File: src/rtl/btb_update_ctrl.sv
// BTB update controller: detects mispredictions, issues a registered fetch redirect
// and queues resolved branches for the BTB write port. Optional counters: BTB_UPD_STATS_EN.
module btb_update_ctrl #(
    parameter int DEPTH = 4
) (
    input  logic        clk,
    input  logic        rst,
    input  logic        ex_br_valid,
    output logic        ex_ready,
    input  logic [31:0] ex_pc,
    input  logic        ex_pred_taken,
    input  logic [31:0] ex_pred_target,
    input  logic        ex_actual_taken,
    input  logic [31:0] ex_actual_target,
    output logic        redirect_valid,
    output logic [31:0] redirect_pc,
    input  logic        upd_ready,
    output logic        update_en,
    output logic [29:0] update_pc,
    output logic        actual_taken,
    output logic [31:0] update_target
`ifdef BTB_UPD_STATS_EN
    ,
    output logic [31:0] br_count,
    output logic [31:0] mp_count
`endif
);

    localparam int PW = $clog2(DEPTH);
    localparam int CW = PW + 1;
    localparam logic [CW-1:0] DEPTH_C = CW'(DEPTH);

    logic [PW-1:0] wr_ptr_q, wr_ptr_d;
    logic [PW-1:0] rd_ptr_q, rd_ptr_d;
    logic [CW-1:0] count_q, count_d;
    logic          redirect_valid_q, redirect_valid_d;
    logic [31:0]   redirect_pc_q, redirect_pc_d;

    logic [29:0]   pc_mem_q  [DEPTH];
    logic          tk_mem_q  [DEPTH];
    logic [31:0]   tgt_mem_q [DEPTH];

    logic full, empty, accept, mp, pop;
    logic unused_pc_lsb;

    assign unused_pc_lsb = ^ex_pc[1:0];

    always_comb begin
        full   = (count_q == DEPTH_C);
        empty  = (count_q == '0);
        accept = ex_br_valid && !full;
        mp     = (ex_actual_taken != ex_pred_taken) ||
                 (ex_actual_taken && (ex_pred_target != ex_actual_target));
        pop    = !empty && upd_ready;

        wr_ptr_d = accept ? wr_ptr_q + PW'(1) : wr_ptr_q;
        rd_ptr_d = pop    ? rd_ptr_q + PW'(1) : rd_ptr_q;
        count_d  = count_q;
        case ({accept, pop})
            2'b10:   count_d = count_q + CW'(1);
            2'b01:   count_d = count_q - CW'(1);
            default: count_d = count_q;
        endcase

        redirect_valid_d = accept && mp;
        redirect_pc_d    = redirect_pc_q;
        if (accept && mp) begin
            redirect_pc_d = ex_actual_taken ? ex_actual_target
                                            : ({ex_pc[31:2], 2'b00} + 32'd4);
        end
    end

    always_ff @(posedge clk) begin
        if (rst) begin
            wr_ptr_q         <= '0;
            rd_ptr_q         <= '0;
            count_q          <= '0;
            redirect_valid_q <= 1'b0;
            redirect_pc_q    <= '0;
        end else begin
            wr_ptr_q         <= wr_ptr_d;
            rd_ptr_q         <= rd_ptr_d;
            count_q          <= count_d;
            redirect_valid_q <= redirect_valid_d;
            redirect_pc_q    <= redirect_pc_d;
        end
    end

    // Queue storage carries no reset; validity comes from count_q alone.
    always_ff @(posedge clk) begin
        if (accept) begin
            pc_mem_q[wr_ptr_q]  <= ex_pc[31:2];
            tk_mem_q[wr_ptr_q]  <= ex_actual_taken;
            tgt_mem_q[wr_ptr_q] <= ex_actual_target;
        end
    end

    assign ex_ready       = !full;
    assign redirect_valid = redirect_valid_q;
    assign redirect_pc    = redirect_pc_q;
    assign update_en      = !empty;
    assign update_pc      = empty ? '0   : pc_mem_q[rd_ptr_q];
    assign actual_taken   = empty ? 1'b0 : tk_mem_q[rd_ptr_q];
    assign update_target  = empty ? '0   : tgt_mem_q[rd_ptr_q];

`ifdef BTB_UPD_STATS_EN
    logic [31:0] br_count_q, mp_count_q;

    always_ff @(posedge clk) begin
        if (rst) begin
            br_count_q <= '0;
            mp_count_q <= '0;
        end else begin
            if (accept)       br_count_q <= br_count_q + 32'd1;
            if (accept && mp) mp_count_q <= mp_count_q + 32'd1;
        end
    end

    assign br_count = br_count_q;
    assign mp_count = mp_count_q;
`endif

endmodule
File: config.mk
export PLATFORM = sky130hd
export DESIGN_NAME = btb_update_ctrl
export DESIGN_NICKNAME = d
export VERILOG_FILES = /design/src/rtl/btb_update_ctrl.sv
export SDC_FILE = /design/constraint.sdc
export NUM_CORES = 1
export LEC_CHECK = 0
export BUFFER_PORTS_ARGS = -buffer_cell sky130_fd_sc_hd__buf_4
export CAP_MARGIN = 20
export CELL_PAD_IN_SITES_DETAIL_PLACEMENT = 0
export CELL_PAD_IN_SITES_GLOBAL_PLACEMENT = 1
export CORE_UTILIZATION = 47
export CTS_CLUSTER_DIAMETER = 60
export DETAILED_ROUTE_END_ITERATION = 8
export GPL_ROUTABILITY_DRIVEN = 0
export PLACE_DENSITY = 0.91
export SLEW_MARGIN = 20
export SYNTH_ARGS = -nofsm -noshare
export SYNTH_HDL_FRONTEND = slang
export SYNTH_SLANG_ARGS = --single-unit
File: constraint.sdc
create_clock -name clk -period 3.7 [get_ports clk]
set_clock_uncertainty 0.1 [all_clocks]
set_input_delay 0.74 -clock clk [delete_from_list [all_inputs] [get_ports clk]]
set_output_delay 0.74 -clock clk [all_outputs]
set_load 0.02 [all_outputs]
; Word-level counts from Yosys, hierarchy flattened
; Memories as Yosys holds them, arrays and structs flattened. A register that Yosys moved wholly into a read port is not among the register bits.
; Index checks and enable logic that the tools add are counted.
[totals]
latch_bits = 0
ff_bits = 40
out_inout_bits = 98
wordCells = 40
n_memories = 3
romBits = 0
in_bits = 102
ramBits = 252
[mem_list]
columns = name, words, word_bits, read_ports, rd_ports_with_merged_regs, wr, line
row1 = tgt_mem_q, 4, 32, 1, 1, 1, 41  ; logic [31:0] tgt_mem_q [DEPTH];
row2 = pc_mem_q, 4, 30, 1, 1, 1, 39  ; logic [29:0] pc_mem_q [DEPTH];
row3 = tk_mem_q, 4, 1, 1, 1, 1, 40  ; logic tk_mem_q [DEPTH];
[classes]
multipliers = 0
addsub = 5
eq_ne = 5
shifts = 0
mux = 13
n_div = 0
n_bitwise = 0
n_lt_le_gt_ge = 0
n_reduce_logical = 9
[ops]
columns = operator, n
row1 = $mux W32, 2
row2 = $add A32 B3 Y32 const B, 1
row3 = $ne A32 B32 Y1, 1
row4 = $mux W30, 1
row5 = $mux W2, 6
row6 = $pmux W3 S2, 1
row7 = $add A2 B1 Y2 const B, 2
row8 = $logic_and A1 B1 Y1, 4
row9 = $add A3 B1 Y3 const B, 1
row10 = $eq A3 B3 Y1 const B, 1
row11 = $logic_not A3 Y1, 1
row12 = $mux W1, 3
row13 = $sub A3 B1 Y3 const B, 1
row14 = $eq A2 B1 Y1 const B, 1
row15 = $eq A2 B2 Y1 const B, 1
row16 = $logic_not A1 Y1, 2
row17 = $reduce_bool A2 Y1, 1
row18 = $logic_or A1 B1 Y1, 1
row19 = $ne A1 B1 Y1, 1

; Longest topological paths before layout
[logic_depth]
ltp_word = 5
depth_mapped = 11
depth_no_buf = 10

; Worst setup path after synthesis
; No wires, ideal clock.
[synth_timing]
kind = input port to flip-flop
start = in ex_br_valid
end = mem pc_mem_q[0][0] (enable)
path_buffers = 0
setup_time_ps = 428
cell_stages = 1
arrival_time_ps = 2262
required_time_ps = 3172
setup_slack_ps = 910
cell_sequence = and3_1
[synth_via]
elab_chain_cells = 3
[synth_lines]
columns = item, line
row1 = from (decl), 8  ; input logic ex_br_valid,
row2 = $logic_and A1 B1 Y1, 51  ; accept = ex_br_valid && !full;
row3 = $mux W1, 91  ; if (accept) begin
row4 = $mux W1 (implied by the code), 92  ; pc_mem_q[wr_ptr_q] <= ex_pc[31:2];
row5 = to (decl), 39
; No other way between the ends.

==> impl_summary.txt <==
----------------------------------------------------
[Synthesis]
  Cell types with the highest counts after synthesis ... sky130_fd_sc_hd__edfxtp_1 (252), sky130_fd_sc_hd__and2_1 (65), sky130_fd_sc_hd__mux4_2 (63)
  Syn Std Cell Area ... roughly 0.012 mm^2
  Flip-flop and latch count after synthesis ... slightly below 300
  Net Count, Synth ... a little under 900
  Cells after Synth ... between 700 and 800
  YS warnings ... 0
  Largest area contributor in the netlist ... sky130_fd_sc_hd__edfxtp_1
  Number of synthesized flops with an enable pin ... roughly 250
  Top-count cell post-synth ... sky130_fd_sc_hd__edfxtp_1
  Top FF cell, synth ... sky130_fd_sc_hd__edfxtp_1
  Synthesized area per cell ... roughly 16 um^2
  Number of library cell types mapped by synthesis ... 44
  Portion of synthesized cell area occupied by the leading cell type ... 0.6058
  Sequential element share of the synthesized area ... 0.6731
  Async S/R FF share, synth ... 0
  Biggest area contributors in the synthesized netlist ... sky130_fd_sc_hd__edfxtp_1 (61%), sky130_fd_sc_hd__mux4_2 (11%), sky130_fd_sc_hd__dfxtp_1 (6.7%), sky130_fd_sc_hd__and2_1 (3.3%), sky130_fd_sc_hd__xnor2_1 (2.4%)

[STA]
  F_max ... just over 300 MHz
  Setup repair after global routing missed its margin ... false
  Fin. max-slew vios ... 0
  Final setup TNS ... 0 ns
  Slew of the pin with the lowest slew margin ... ~0.90 ns
  Final worst-path cycle share ... 0.8788
  Number of failing hold endpoints at the final stage ... 0
  Min Tclk post-route ... 3.251 ns
  Final setup viols ... 0
  Max_slew headroom ... 0.3996

[Worst setup path]
  Buf+Inv Stages, Crit Path ... 2
  Sequence of cells on the critical path ... buf_4, mux4_2, and2_1, buf_4
  Top cell family by delay on the critical path ... flip-flops
  Worst EP required ... roughly 2.9 ns
  Worst endpoint data arrival time ... about 2.4 ns
  Largest driver fanout on the critical path ... 22
  CP max stage delay ... 0.67 ns
  Critical setup path kind ... reg2out
  Dominant cell type by count on the critical path ... sky130_fd_sc_hd__buf_4
  Slowest stage cell on the critical path ... sky130_fd_sc_hd__dfxtp_4
  Critical Path Start Type ... flop
  Endpoint kind of the worst setup timing path ... output pin

[Routing]
  WL final ... 30.51 mm
  Average vias per placed instance ... roughly 5.7
  DR pass1 iterations ... 5
  Post-detailed-route DRC marker count ... 0
  Antenna viol nets, final ... 0
  Mean routed wirelength per cell ... about 23 um
  Via count ... 7614
  Iter 0 DRT Violations ... 606

[Floorplanning]
  Starting density of the core ... 0.4794
  Die ar. ... 0.02723 mm^2
  Core area ... between 0.02 and 0.03 mm^2
  Die Span Y ... ~170 um
  I/O pin total ... 200
  Core Rows ... 59
  Chip Width ... 165.0 um

[Cells and area]
  Layout Cells excl Fill ... around 1300
  Summed area of non-filler cells in the final layout ... about 0.015 mm^2
  Signed area change from the synthesized netlist to the final layout ... 22.78%
  Share of cells above drive strength 1 ... 0.3297
  Count of nets after finishing ... 1100

[Clocking]
  CTS Buf Count ... 29
  Source-to-sink clock delay at the later pin of the worst-skew pair ... 0.54 ns
  Post-CTS setup buffer count ... 0
  TritonCTS clock tree ... done
  Hold-fix buffers, CTS ... 0
  H-tree lvl count ... 1
  Clock-pin slew of the registers on the worst-case setup and hold paths ... 0.06 ns
  PostCTS Resize Cnt ... 0
  Clock sink count ... just under 300
  Number of buffers on the longest clock path ... 3
  Clock root buffer master ... sky130_fd_sc_hd__clkbuf_16

[GRT]
  Number of antenna violations at the first check in global routing ... 0
  Number of global-route vias before repair ... roughly 7400
  Total global routing overflow ... 0
  Global-route usage over all layers ... 0.2250
  First-pass GRT wire length ... ~44 mm
  Pin count of the biggest net entering global routing ... 60

[Placement]
  Placed wire-length estimate ... roughly 21 mm
  Cell Count Post-Placement ... 1295
  Placed standard-cell area ... 0.01444 mm^2
  Buffers on Ports ... 197

[Flow run]
  Max Cap Viol ... 0

[Pwr]
  Areal power density over the cells ... 675.9 mW/mm^2
  Leakage power ... between 5 and 6 nW
  Max IR drop VDD ... 0.4386 mV

[Hold path]
  Tightest Hold Check Type ... in2reg

[Run status]
  Run status ... finished, final reports clean

----------------------------------------------------
-- layer usage --
layer | GRT usage | share of wire | wire [um]
met3 | 0.04093 | 0.074 | 2250
met2 | 0.3617 | 0.48 | 14770
met5 | 0 | 0 | 0
met1 | 0.3135 | 0.42 | 12760
met4 | 0.06505 | 0.024 | 724
-- through the flow --
step	setup slack (ns)	hold slack, ns	power (mW)	util
2_1_floorplan	0.9097	0.3669	6.256	-
3_3_place_gp	0.4118	0.3649	7.619	0.5540
3_5_place_dp	0.4118	0.3649	7.673	0.5540
4_1_cts	0.3700	0.3063	10.47	0.5885
5_1_grt	0.2977	0.3123	10.81	0.5885
6_report	0.4485	0.3251	10.37	0.5886
-- worst paths after layout --
kind | depth (start not counted) | slack, ns | startpoint | endpoint
worst max-delay path | 4 | 0.45 | flop | update_target[15]
worst min-delay path | 1 | 0.33 | ex_actual_target[19] | tgt_mem_q[2][19]$_DFFE_PP_
worst max register to register | 10 | 1.14 | count_q[0]$_SDFFE_PP0P_ | count_q[2]$_SDFFE_PP0P_
worst min register to register | 2 | 0.38 | redirect_pc[19]$_SDFFE_PP0P_ | redirect_pc[19]$_SDFFE_PP0P_
-- state kept, by name (all words and copies together), names as in the netlist, named ones only --
register and count:
tgt_mem_q 128, count_q 3, redirect_valid 1, rd_ptr_q 2
pc_mem_q 120, redirect_pc 32, tk_mem_q 4, wr_ptr_q 2
-- power by group --
part	internal [mW]	leakage, nW	total, mW	switching [mW]
Clock	1.61	0.432	2.81	1.21
Combinational	1.56	2.29	3.39	1.82
Sequential	3.97	2.66	4.16	0.190
Total	7.15	5.38	10.4	3.22
-- cell usage in the layout (no fill, tap or decap), types with 25 or more instances in the layout --
cell,count
sky130_fd_sc_hd__edfxtp_1,252
sky130_fd_sc_hd__buf_4,209
sky130_fd_sc_hd__and2_1,65
sky130_fd_sc_hd__mux4_2,63
sky130_fd_sc_hd__dfxtp_1,40
sky130_fd_sc_hd__xnor2_1,34
sky130_fd_sc_hd__o21ai_0,34
sky130_fd_sc_hd__clkbuf_16,29
sky130_fd_sc_hd__a21oi_1,27
sky130_fd_sc_hd__xor2_1,26
sky130_fd_sc_hd__nand3_1,25
-- worst register-to-register path, stage by stage, from the launching register on --
cell                      delay [ns]
sky130_fd_sc_hd__dfxtp_1        0.33
sky130_fd_sc_hd__inv_1          0.10
sky130_fd_sc_hd__nand3_1        0.19
sky130_fd_sc_hd__and2_1         0.33
sky130_fd_sc_hd__inv_1          0.19
sky130_fd_sc_hd__ha_1           0.21
sky130_fd_sc_hd__inv_1          0.06
sky130_fd_sc_hd__fa_1           0.37
sky130_fd_sc_hd__xor2_1         0.15
sky130_fd_sc_hd__or3_1          0.31
sky130_fd_sc_hd__a21oi_1        0.14
-- cells by family after synthesis --
kind of cell / Yosys count / synth area share
flip-flops: 294 / 0.6731
AND/OR/NAND/NOR: 205 / 0.09255
AO/OA/AOI/OAI: 82 / 0.04077
multiplexers: 75 / 0.1233
buffers and inverters: 63 / 0.02063
XOR/XNOR: 60 / 0.04207
adder cells (fa/ha/maj): 7 / 0.007612
-- area by class of cell --
class	instances	area, um^2
repair buffers	215	1689
clock inverters	13	122.6
diodes	1	2.502
well taps	335	419.2
flip-flops and latches	294	8413
fillers	2046	10720
multi-input cells	429	3832
inverters	22	82.58
clock buffers	37	775.7
(Power assumes the default switching activity.)
